--- src/rtl/risc_fetch_unit.sv ---
`default_nettype none
// ============================================================================
// risc_fetch_unit : in-order instruction prefetch FIFO presenting one
//                   opcode+immediates bundle per handshake, with redirect flush.
// Revision 1.0
// ============================================================================
module risc_fetch_unit #(
    parameter int                DATA_W     = 8,
    parameter int                ADDR_W     = 16,
    parameter int                FIFO_DEPTH = 8,
    parameter int                MAX_IMM    = 3,
    parameter logic [ADDR_W-1:0] RESET_PC   = '0
) (
    input  logic                           clk,
    input  logic                           rst,
    output logic                           imem_req,
    output logic [ADDR_W-1:0]              imem_addr,
    input  logic                           imem_gnt,
    input  logic                           imem_rvalid,
    input  logic [DATA_W-1:0]              imem_rdata,
    output logic [DATA_W-1:0]              peek_op,
    input  logic [$clog2(MAX_IMM+1)-1:0]   peek_len,
    output logic [DATA_W-1:0]              instr,
    output logic [MAX_IMM*DATA_W-1:0]      imm,
    output logic [ADDR_W-1:0]              pc,
    output logic                           instr_valid,
    input  logic                           instr_ready,
    input  logic                           redirect,
    input  logic [ADDR_W-1:0]              redirect_addr
);

    localparam int               PTR_W    = $clog2(FIFO_DEPTH);
    localparam int               CNT_W    = $clog2(FIFO_DEPTH + 1);
    localparam int               LEN_W    = $clog2(MAX_IMM + 1);
    localparam logic [CNT_W-1:0] CNT_ONE  = CNT_W'(1);
    localparam logic [CNT_W-1:0] CNT_FULL = CNT_W'(FIFO_DEPTH);
    localparam logic [LEN_W:0]   LEN_MAX  = (LEN_W+1)'(MAX_IMM);

    logic [DATA_W-1:0] fifo_mem [FIFO_DEPTH];
    logic [PTR_W-1:0]  rd_ptr;
    logic [PTR_W-1:0]  wr_ptr;
    logic [CNT_W-1:0]  count;
    logic [CNT_W-1:0]  outstanding;
    logic [CNT_W-1:0]  discard;
    logic [ADDR_W-1:0] fetch_addr;
    logic [ADDR_W-1:0] pc_q;

    logic [LEN_W:0]    len;
    logic [CNT_W-1:0]  need;
    logic [CNT_W:0]    credit_used;
    logic [CNT_W-1:0]  resp_dec;
    logic [DATA_W-1:0] entry [MAX_IMM+1];
    logic              fire_req;
    logic              push;
    logic              pop;

    // Entries beyond the current occupancy read as zero so stale storage never leaks out.
    always_comb begin
        len  = ({1'b0, peek_len} > LEN_MAX) ? LEN_MAX : {1'b0, peek_len};
        need = CNT_W'(len) + CNT_ONE;
        for (int k = 0; k <= MAX_IMM; k++) begin
            entry[k] = (CNT_W'(k) < count) ? fifo_mem[rd_ptr + PTR_W'(k)] : '0;
        end
    end

    // Credit covers both buffered words and words still in flight, so a push always has room.
    assign credit_used = {1'b0, count} + {1'b0, outstanding};
    assign imem_req    = !rst && !redirect && (credit_used < (CNT_W+1)'(FIFO_DEPTH));
    assign imem_addr   = fetch_addr;
    assign peek_op     = entry[0];
    assign instr       = entry[0];
    assign pc          = pc_q;
    assign instr_valid = !rst && !redirect && (count >= need);

    generate
        for (genvar k = 0; k < MAX_IMM; k++) begin : g_imm
            assign imm[k*DATA_W +: DATA_W] = ((LEN_W+1)'(k) < len) ? entry[k+1] : '0;
        end
    endgenerate

    assign fire_req = imem_req && imem_gnt;
    assign push     = imem_rvalid && !redirect && (discard == '0);
    assign pop      = instr_valid && instr_ready;
    assign resp_dec = imem_rvalid ? CNT_ONE : '0;

    always_ff @(posedge clk or posedge rst) begin
        if (rst) begin
            rd_ptr      <= '0;
            wr_ptr      <= '0;
            count       <= '0;
            outstanding <= '0;
            discard     <= '0;
            fetch_addr  <= RESET_PC;
            pc_q        <= RESET_PC;
        end else if (redirect) begin
            // Every word still in flight belongs to the abandoned path.
            rd_ptr      <= '0;
            wr_ptr      <= '0;
            count       <= '0;
            outstanding <= outstanding - resp_dec;
            discard     <= outstanding - resp_dec;
            fetch_addr  <= redirect_addr;
            pc_q        <= redirect_addr;
        end else begin
            if (fire_req) begin
                fetch_addr <= fetch_addr + ADDR_W'(1);
            end
            outstanding <= outstanding + (fire_req ? CNT_ONE : '0) - resp_dec;
            if (imem_rvalid && (discard != '0)) begin
                discard <= discard - CNT_ONE;
            end
            if (push) begin
                wr_ptr <= wr_ptr + PTR_W'(1);
            end
            if (pop) begin
                rd_ptr <= rd_ptr + PTR_W'(need);
                pc_q   <= pc_q + ADDR_W'(need);
            end
            count <= count + (push ? CNT_ONE : '0) - (pop ? need : '0);
        end
    end

    always_ff @(posedge clk) begin
        if (push) begin
            fifo_mem[wr_ptr] <= imem_rdata;
        end
    end

    a_no_overflow: assert property (@(posedge clk) disable iff (rst)
        !(push && !pop && (count == CNT_FULL)));

endmodule
`default_nettype wire

--- config.mk ---
export PLATFORM = sky130hd
export DESIGN_NAME = risc_fetch_unit
export DESIGN_NICKNAME = d
export VERILOG_FILES = /design/src/rtl/risc_fetch_unit.sv
export SDC_FILE = /design/constraint.sdc
export NUM_CORES = 1
export LEC_CHECK = 0
export ABC_AREA = 1
export ABC_CLOCK_PERIOD_IN_PS = 3200
export BUFFER_PORTS_ARGS = -buffer_cell sky130_fd_sc_hd__buf_2
export CORE_MARGIN = 2
export CORE_UTILIZATION = 55
export DETAILED_ROUTE_END_ITERATION = 10
export GPL_TIMING_DRIVEN = 0
export PLACE_DENSITY = 0.81
export SLEW_MARGIN = 20
export SYNTH_ARGS = -nofsm -noshare
export SYNTH_HDL_FRONTEND = slang
export SYNTH_SLANG_ARGS = --single-unit
--- constraint.sdc ---
create_clock -name clk -period 3.2 [get_ports clk]
set_clock_uncertainty 0.1 [all_clocks]
set_input_delay 0.48 -clock clk [delete_from_list [all_inputs] [get_ports clk]]
set_output_delay 0.48 -clock clk [all_outputs]
set_load 0.02 [all_outputs]
# ---- Word-level counts from Yosys, hierarchy flattened
# Memories as Yosys holds them, arrays and structs flattened.
# Cells that the tools add are included.
dict set report totals {
  output_inout_bits 74
  input_bits 32
  wordCells 73
  ramBits 64
  register_bits 50
  n_memories 1
}
dict set report classes {
  add_sub_neg 15
  n_lt_le_gt_ge 9
  n_reduce_logical 16
  mux 25
}
# memory depth word_bits rd rd_clocked_by_memory_dff wr line
set memory_table {}
lappend memory_table {fifo_mem 8 8 4 0 1 39} ;# logic [DATA_W-1:0] fifo_mem [FIFO_DEPTH];
# operator count
set ops {}
lappend ops {{$mux W16} 4}
lappend ops {{$mux W8} 7}
lappend ops {{$add A16 B1 Y16 const B} 1}
lappend ops {{$add A16 B3 Y16} 1}
lappend ops {{$mux W4} 4}
lappend ops {{$mux W3} 5}
lappend ops {{$add A4 B1 Y4} 2}
lappend ops {{$logic_and A1 B1 Y1} 8}
lappend ops {{$lt A1 B4 Y1 const A} 2}
lappend ops {{$lt A2 B4 Y1 const A} 2}
lappend ops {{$reduce_bool A2 Y1} 4}
lappend ops {{$sub A4 B1 Y4} 2}
lappend ops {{$add A3 B1 Y3 const B} 2}
lappend ops {{$add A3 B2 Y3 const B} 2}
lappend ops {{$add A4 B4 Y5} 1}
lappend ops {{$lt A5 B4 Y1 const B} 1}
lappend ops {{$mux W1} 5}
lappend ops {{$ge A4 B3 Y1} 1}
lappend ops {{$logic_not A4 Y1} 1}
lappend ops {{$lt A1 B2 Y1 const A} 2}
lappend ops {{$reduce_bool A4 Y1} 1}
lappend ops {{$sub A4 B1 Y4 const B} 1}
lappend ops {{$sub A4 B3 Y4} 1}
lappend ops {{$add A2 B1 Y3 const B} 1}
lappend ops {{3 further kinds} 4}

# ---- Depth between registers and ports, before layout
# Gate-level depths: netlist of run 1.
dict set report depth {
  word_depth 8
  ltp_mapped 18
  mapped_depth_nobuf 17
}

# ---- Worst setup path after synthesis of run 1
# Ideal clock, no wire load.
dict set report synth_timing {
  path_kind {input port to flip-flop}
  from {in rst}
  to {reg count[1]}
  setup_slack_ns -0.138
  required_time_ns 2.969
  setup_time_ns 0.131
  arrival_time_ns 3.107
  cell_stages 12
  path_buffers 1
  path_cell_list {inv_1 > nand2_4 > inv_1 > nand3_2 > buf_2 > nor2_1 > ha_1 > inv_1 > ha_1 > fa_1 > inv_1 > nor2_1}
}
dict set report synth_via {
  elab_chain_cells 7
}
# item line
set synth_lines {}
lappend synth_lines {{start, declared} 15} ;# input logic rst,
lappend synth_lines {{$logic_not A1 Y1 (no line)} --}
lappend synth_lines {{$logic_and A1 B1 Y1 (2 in a row)} 73} ;# assign instr_valid = !rst && !redirect && (count >= need);
lappend synth_lines {{$logic_and A1 B1 Y1} 83} ;# assign pop = instr_valid && instr_ready;
lappend synth_lines {{$mux W3} 119} ;# count <= count + (push ? CNT_ONE : '0) - (pop ? need : '0);
lappend synth_lines {{$sub A4 B3 Y4} 119}
lappend synth_lines {{$mux W4} 95} ;# end else if (redirect) begin
lappend synth_lines {{end signal, assigned} 119}
lappend synth_lines {{end, declared} 42} ;# logic [CNT_W-1:0] count;
# Every way passes these cells.
# A chain may end at the register's enable or synchronous reset.

# ---- Final worst setup path of run 1
dict set report layout_timing {
  from {reg rd_ptr[0]}
  to {out imm[4]}
}
dict set report layout_via {
  elab_chain_cells 4
}
# item line
set layout_lines {}
lappend layout_lines {{start, declared} 40} ;# logic [PTR_W-1:0] rd_ptr;
lappend layout_lines {{start signal, assigned} 116} ;# rd_ptr <= rd_ptr + PTR_W'(need);
lappend layout_lines {{$add A3 B1 Y3} 62} ;# entry[k] = (CNT_W'(k) < count) ? fifo_mem[rd_ptr + PTR_W'(k)] : '0;
lappend layout_lines {{$mem_v2 Z8 W8} --}
lappend layout_lines {{$mux W8} 62}
lappend layout_lines {{$mux W8} 77} ;# assign imm[k*DATA_W +: DATA_W] = ((LEN_W+1)'(k) < len) ? entry[k+1] : '0;
lappend layout_lines {{end, declared} 24} ;# output logic [MAX_IMM*DATA_W-1:0] imm,
# Every way passes these cells.

==> results.json, run 1 <==
{
  "status": "completed",
  "ys.flop_type": "edfxtp_1",
  "rr_worst_depth": 12,
  "vias": 7061,
  "grt_start_max_net_pins": 29,
  "syn_area_um2": 7480,
  "period_minus_slack_ns": 3.05,
  "synth_area_leaders": "edfxtp_1, dfrtp_1, nand2_1",
  "synthCells": 944,
  "remaining_drc_errors": 0,
  "drive_above_1_share": 0.197,
  "clkTransAtPathRegs_ns": 0.06,
  "slowest_stage": "dfrtp_1",
  "synth_edf_count": 64,
  "globalRouteTotalUtil": 0.295,
  "pin_count": 106,
  "yosysUniqueCellTypes": 42,
  "grt_pass1_wl_um": 33000,
  "p_leak_nw": 4.15,
  "clockRootBuffer": "clkbuf_16",
  "drv_cap": 0,
  "maxSlewViolCount": 0,
  "slew_headroom": 0.332,
  "drtPass1Iterations": 5,
  "die_x_um": 121,
  "cp_max_fo": 10,
  "die_area_um2": 14500,
  "power_density_nw_per_um2": 700,
  "min_path_type": "in2async",
  "place_inst": 1227,
  "h-tree-depth": 4,
  "period_share": 0.953,
  "cts_hold_buf": 0,
  "cts_buffer_depth": 2,
  "wirelength_um": 21100,
  "hold_viol": 0,
  "cp_data_arrival_time_ns": 2.47,
  "antenna_found_initial": 0,
  "syn-num-nets": 1010,
  "cts_tree": "done",
  "yosysTopAreaCell": "edfxtp_1",
  "numCtsBuffers": 17,
  "clock_sinks": 114,
  "crit_top_cell": "buf_2",
  "finish.utilization": 0.677,
  "fin_nets": 1138,
  "start_util": 0.565,
  "gp_congestion": 0.986,
  "vdd_drop_max_v": 0.000529,
  "first_global_vias": 6514,
  "gr-total-overflow": 0,
  "vias_per_cell": 5.60,
  "final_antenna_net_count": 0,
  "tns_ns": 0,
  "fmax_mhz": 328,
  "pre_cts_ws_ns": -0.453,
  "total_power_mw": 6.28,
  "numPortBuffers": 104,
  "core_um2": 13200,
  "die_h_um": 121,
  "synth-seq-cells": 114,
  "most-common-layout-cells": "nand2_1, buf_2, inv_1",
  "tightest_slew_ns": 0.999,
  "synth-seq-area-share": 0.424,
  "required_ns": 2.62,
  "max_stage_delay_ns": 0.37,
  "final_common_cell": "nand2_1",
  "post-dp-hpwl_um": 15500,
  "fillerInstances": 1118,
  "syn2layout_area_growth_pct": 19.8,
  "instances_no_fill": 1262,
  "timing.final.ws_setup_ns": 0.151,
  "critPathLaunchType": "register",
  "synth.top_cell.area_share": 0.257,
  "synth_warnings": 0,
  "fp-row-count": 42,
  "crit_chain": "buf_4 > inv_2 > buf_6 > buf_8 > ha_1 > buf_2 > buf_2 > nand2_1 > o211ai_1 > a21oi_1 > buf_2",
  "critPathKind": "reg2out",
  "clk_latency_ns": 0.42,
  "async_reset_ff_frac": 0.439,
  "synth.avg_cell_area_um2": 7.92,
  "end_kind": "output port",
  "avgRoutedWirePerCell_um": 16.7,
  "setup_viol": 0,
  "drt-initial-drc-count": 730
}
## worst max-delay path: cells and delay by family, from the launching register on
family                   cells  cell delay (ns)
adder cells (fa/ha/maj)      1             0.23
AND/OR/NAND/NOR              1             0.09
buffers and inverters        7             1.07
AO/OA/AOI/OAI                2             0.29
flip-flops                   1             0.37
## final timing paths
check                                      start  slack (ns)            to
worst max-delay path                   rd_ptr[0]        0.15        imm[4]
worst min-delay path                         rst        0.08    discard[0]
worst max register to register          count[2]        0.40      count[2]
worst min register to register             pc[0]        0.42         pc[0]
max in group asynchronous                    rst        2.36         pc[6]
min in group clk                redirect_addr[9]        0.22  imem_addr[9]
## kinds of logic after synthesis
| family | count (synthesis) | share of synthesized area |
|---|---|---|
| XOR/XNOR | 16 | 0.0238 |
| AO/OA/AOI/OAI | 159 | 0.123 |
| flip-flops | 114 | 0.424 |
| buffers and inverters | 148 | 0.0905 |
| adder cells (fa/ha/maj) | 34 | 0.0609 |
| multiplexers | 15 | 0.0201 |
| AND/OR/NAND/NOR | 458 | 0.258 |
## layer usage
| metal | vias to the layer above | track usage | part of all wire |
|---|---|---|---|
| li1 | 3398 | - | - |
| met1 | 3226 | 0.382 | 0.41 |
| met2 | 388 | 0.476 | 0.47 |
| met3 | 49 | 0.0708 | 0.097 |
| met4 | 0 | 0.120 | 0.025 |
| met5 | - | 0 | 0 |
## flip-flops by register name, summed over array words and instances, names as in the netlist
register and cells:
fifo_mem 64, discard 4, imem_addr 16, rd_ptr 3, wr_ptr 3, outstanding 4, pc 16, count 4
## through the flow
stage / area, um2 / hold WS [ns]
floorplan: 7480 / 0.419
global placement: 8220 / 0.390
detailed placement: 8270 / 0.411
CTS: 8900 / 0.0786
global route: 8960 / 0.126
finish: 8960 / 0.0834
## synth_stat cells (15+ instances only)
library cell / number
edfxtp_1: 64
nand2_1: 282
inv_1: 101
buf_4: 15
o211ai_1: 24
nor2_1: 77
a21oi_1: 24
nand3_1: 61
o21ai_0: 71
mux2i_1: 15
ha_1: 30
dfrtp_1: 50
## power by group
part | total [mW] | internal [mW] | switching, mW
sequential | 1.90 | 1.71 | 0.192
combinational | 2.42 | 0.875 | 1.54
clock | 1.96 | 1.23 | 0.725
## timing repair
item | in CTS | in global routing
buffers inserted | 0 | 2
endpoints found under the hold margin | 0 | 0
pin swaps | 0 | 4
gates cloned | 0 | 0
endpoints found under the setup margin | 17 | 19
resized for setup | 10 | 17
## cell type report
class	count	area, um2	share of cell area
timing repair buffer	109	576	0.0642
clock inverter	14	183	0.0204
tap	176	220	0.0246
multi-input combinational	682	3670	0.409
buffer	41	303	0.0338
inverter	107	410	0.0458
sequential	114	3170	0.354
clock buffer	18	429	0.0479
antenna	1	2.50	0.000279
Note: power is estimated with default switching activity, not from simulation.
==> inputs of run 2 (changes only) <==
==> constraint.sdc (replaced) <==
create_clock -name clk -period 3.2 [get_ports clk]
set_clock_uncertainty 0.1 [all_clocks]
set_input_delay 0.16 -clock clk [delete_from_list [all_inputs] [get_ports clk]]
set_output_delay 0.16 -clock clk [all_outputs]
set_load 0.02 [all_outputs]
==> results.json, run 2 (synthesized netlist as in run 1, its figures left out) <==
{
  "fp-row-count": 42,
  "final_antenna_net_count": 0,
  "cp_data_arrival_time_ns": 3.18,
  "grt_start_max_net_pins": 52,
  "timing.final.ws_setup_ns": 0.191,
  "clkTransAtPathRegs_ns": 0.06,
  "die_area_um2": 14500,
  "tightest_slew_ns": 1.04,
  "crit_buf_inv": 3,
  "cp_top_family": "adder cells",
  "clockRootBuffer": "clkbuf_16",
  "vdd_drop_max_v": 0.000413,
  "most-common-layout-cells": "nand2_1, buf_2, inv_1",
  "slowest_stage": "dfrtp_1",
  "start_util": 0.565,
  "clk_latency_ns": 0.42,
  "die_x_um": 121,
  "pin_count": 106,
  "numPortBuffers": 104,
  "fmax_mhz": 332,
  "remaining_drc_errors": 0,
  "cts_tree": "done",
  "drt-initial-drc-count": 639,
  "vias": 7155,
  "hold_ws_ns": 0.00892,
  "grt_pass1_wl_um": 33500,
  "final_common_cell": "nand2_1",
  "dpl_cell_area_um2": 8250,
  "gr-total-overflow": 0,
  "setup_viol": 0,
  "fin_nets": 1162,
  "stdcell_area_um2": 9170,
  "numCtsBuffers": 17,
  "status": "completed",
  "h-tree-depth": 4,
  "tns_ns": 0,
  "slew_headroom": 0.306,
  "gp_congestion": 0.997,
  "wirelength_um": 21200,
  "period_share": 0.940,
  "drive_above_1_share": 0.183,
  "maxSlewViolCount": 0,
  "drv_cap": 0,
  "first_global_vias": 6760,
  "max_stage_delay_ns": 0.44,
  "period_minus_slack_ns": 3.01,
  "post-dp-hpwl_um": 15200,
  "syn2layout_area_growth_pct": 22.6,
  "core_um2": 13200,
  "critPathLaunchType": "register",
  "largest_register": "fifo_mem",
  "globalRouteTotalUtil": 0.297,
  "cts_buffer_depth": 2,
  "end_kind": "register",
  "crit_chain": "ha_1 > inv_1 > nor2_1 > nand2_1 > nand3_1 > nand3_2 > clkbuf_4 > nor2_1 > ha_1 > inv_1 > ha_1 > fa_1 > xnor2_1 > nor2_1",
  "antenna_found_initial": 0,
  "die_h_um": 121,
  "power_density_nw_per_um2": 695,
  "min_path_type": "in2reg",
  "finish.utilization": 0.692,
  "pre_cts_ws_ns": -0.142,
  "p_leak_nw": 4.23,
  "avgRoutedWirePerCell_um": 16.5,
  "diodes": 0,
  "vias_per_cell": 5.57,
  "critPathKind": "reg2reg",
  "largest_reg_flops": 64,
  "drtPass1Iterations": 6,
  "required_ns": 3.37,
  "cp_max_fo": 10,
  "clock_sinks": 114,
  "hold_viol": 0,
  "rsz0062_at_grt": "false"
}
run 2: power breakdown:
part	leakage [nW]	total (mW)	switching [mW]	internal (mW)
sequential	1.20	1.90	0.194	1.71
clock	0.303	2.06	0.688	1.37
combinational	2.73	2.41	1.54	0.866
run 2: worst reg2reg max path: cells and delay by family, from the launching register on:
family	cells	cell delay [ns]
adders and majority gates	4	1.22
and+or+nand+nor	6	0.56
DFF	1	0.44
buffers and inverters	3	0.38
xor gates and xnor gates	1	0.17
run 2: final timing paths:
kind,start,to,slack (ns),cells past startpoint
worst max-delay path,count[2],count[2],0.19,14
worst min-delay path,imem_gnt,imem_addr[0],0.009,3
worst max register to register,count[2],count[2],0.19,14
worst min register to register,pc[0],pc[0],0.41,2
max in group asynchronous,rst,pc[10],2.38,3
min in group asynchronous,rst,discard[3],0.26,3
run 2: routing by layer:
metal,routed length (um),global-route usage,up-vias,part of all wire
met4,555,0.123,0,0.026
met3,1950,0.0608,50,0.092
met5,0,0,-,0
li1,-,-,3445,-
met2,10200,0.500,404,0.48
met1,8460,0.374,3256,0.40
run 2: area by class of cell:
class	instances	area [um2]
Buffer	41	277
Clock buffer	17	425
Sequential cell	114	3170
Inverter	107	415
Timing Repair Buffer	133	806
Fill cell	1066	4080
Clock inverter	14	213
Tap cell	176	220
Multi-Input combinational cell	682	3640
run 2: what timing repair did:
item                       4_1_cts  5_1_grt
hold buffers                    27        0
hold endpoints to repair       139        0
setup endpoints to repair        0        9
setup buffers                    0        0
gates resized for setup          0        9
run 2: stage by stage:
step                      cells  power (mW)
after floorplan             944        3.56
after global placement     1224        4.18
after detailed placement   1226        4.24
after CTS                  1284        6.35
after global routing       1284        6.72
final                      1284        6.38
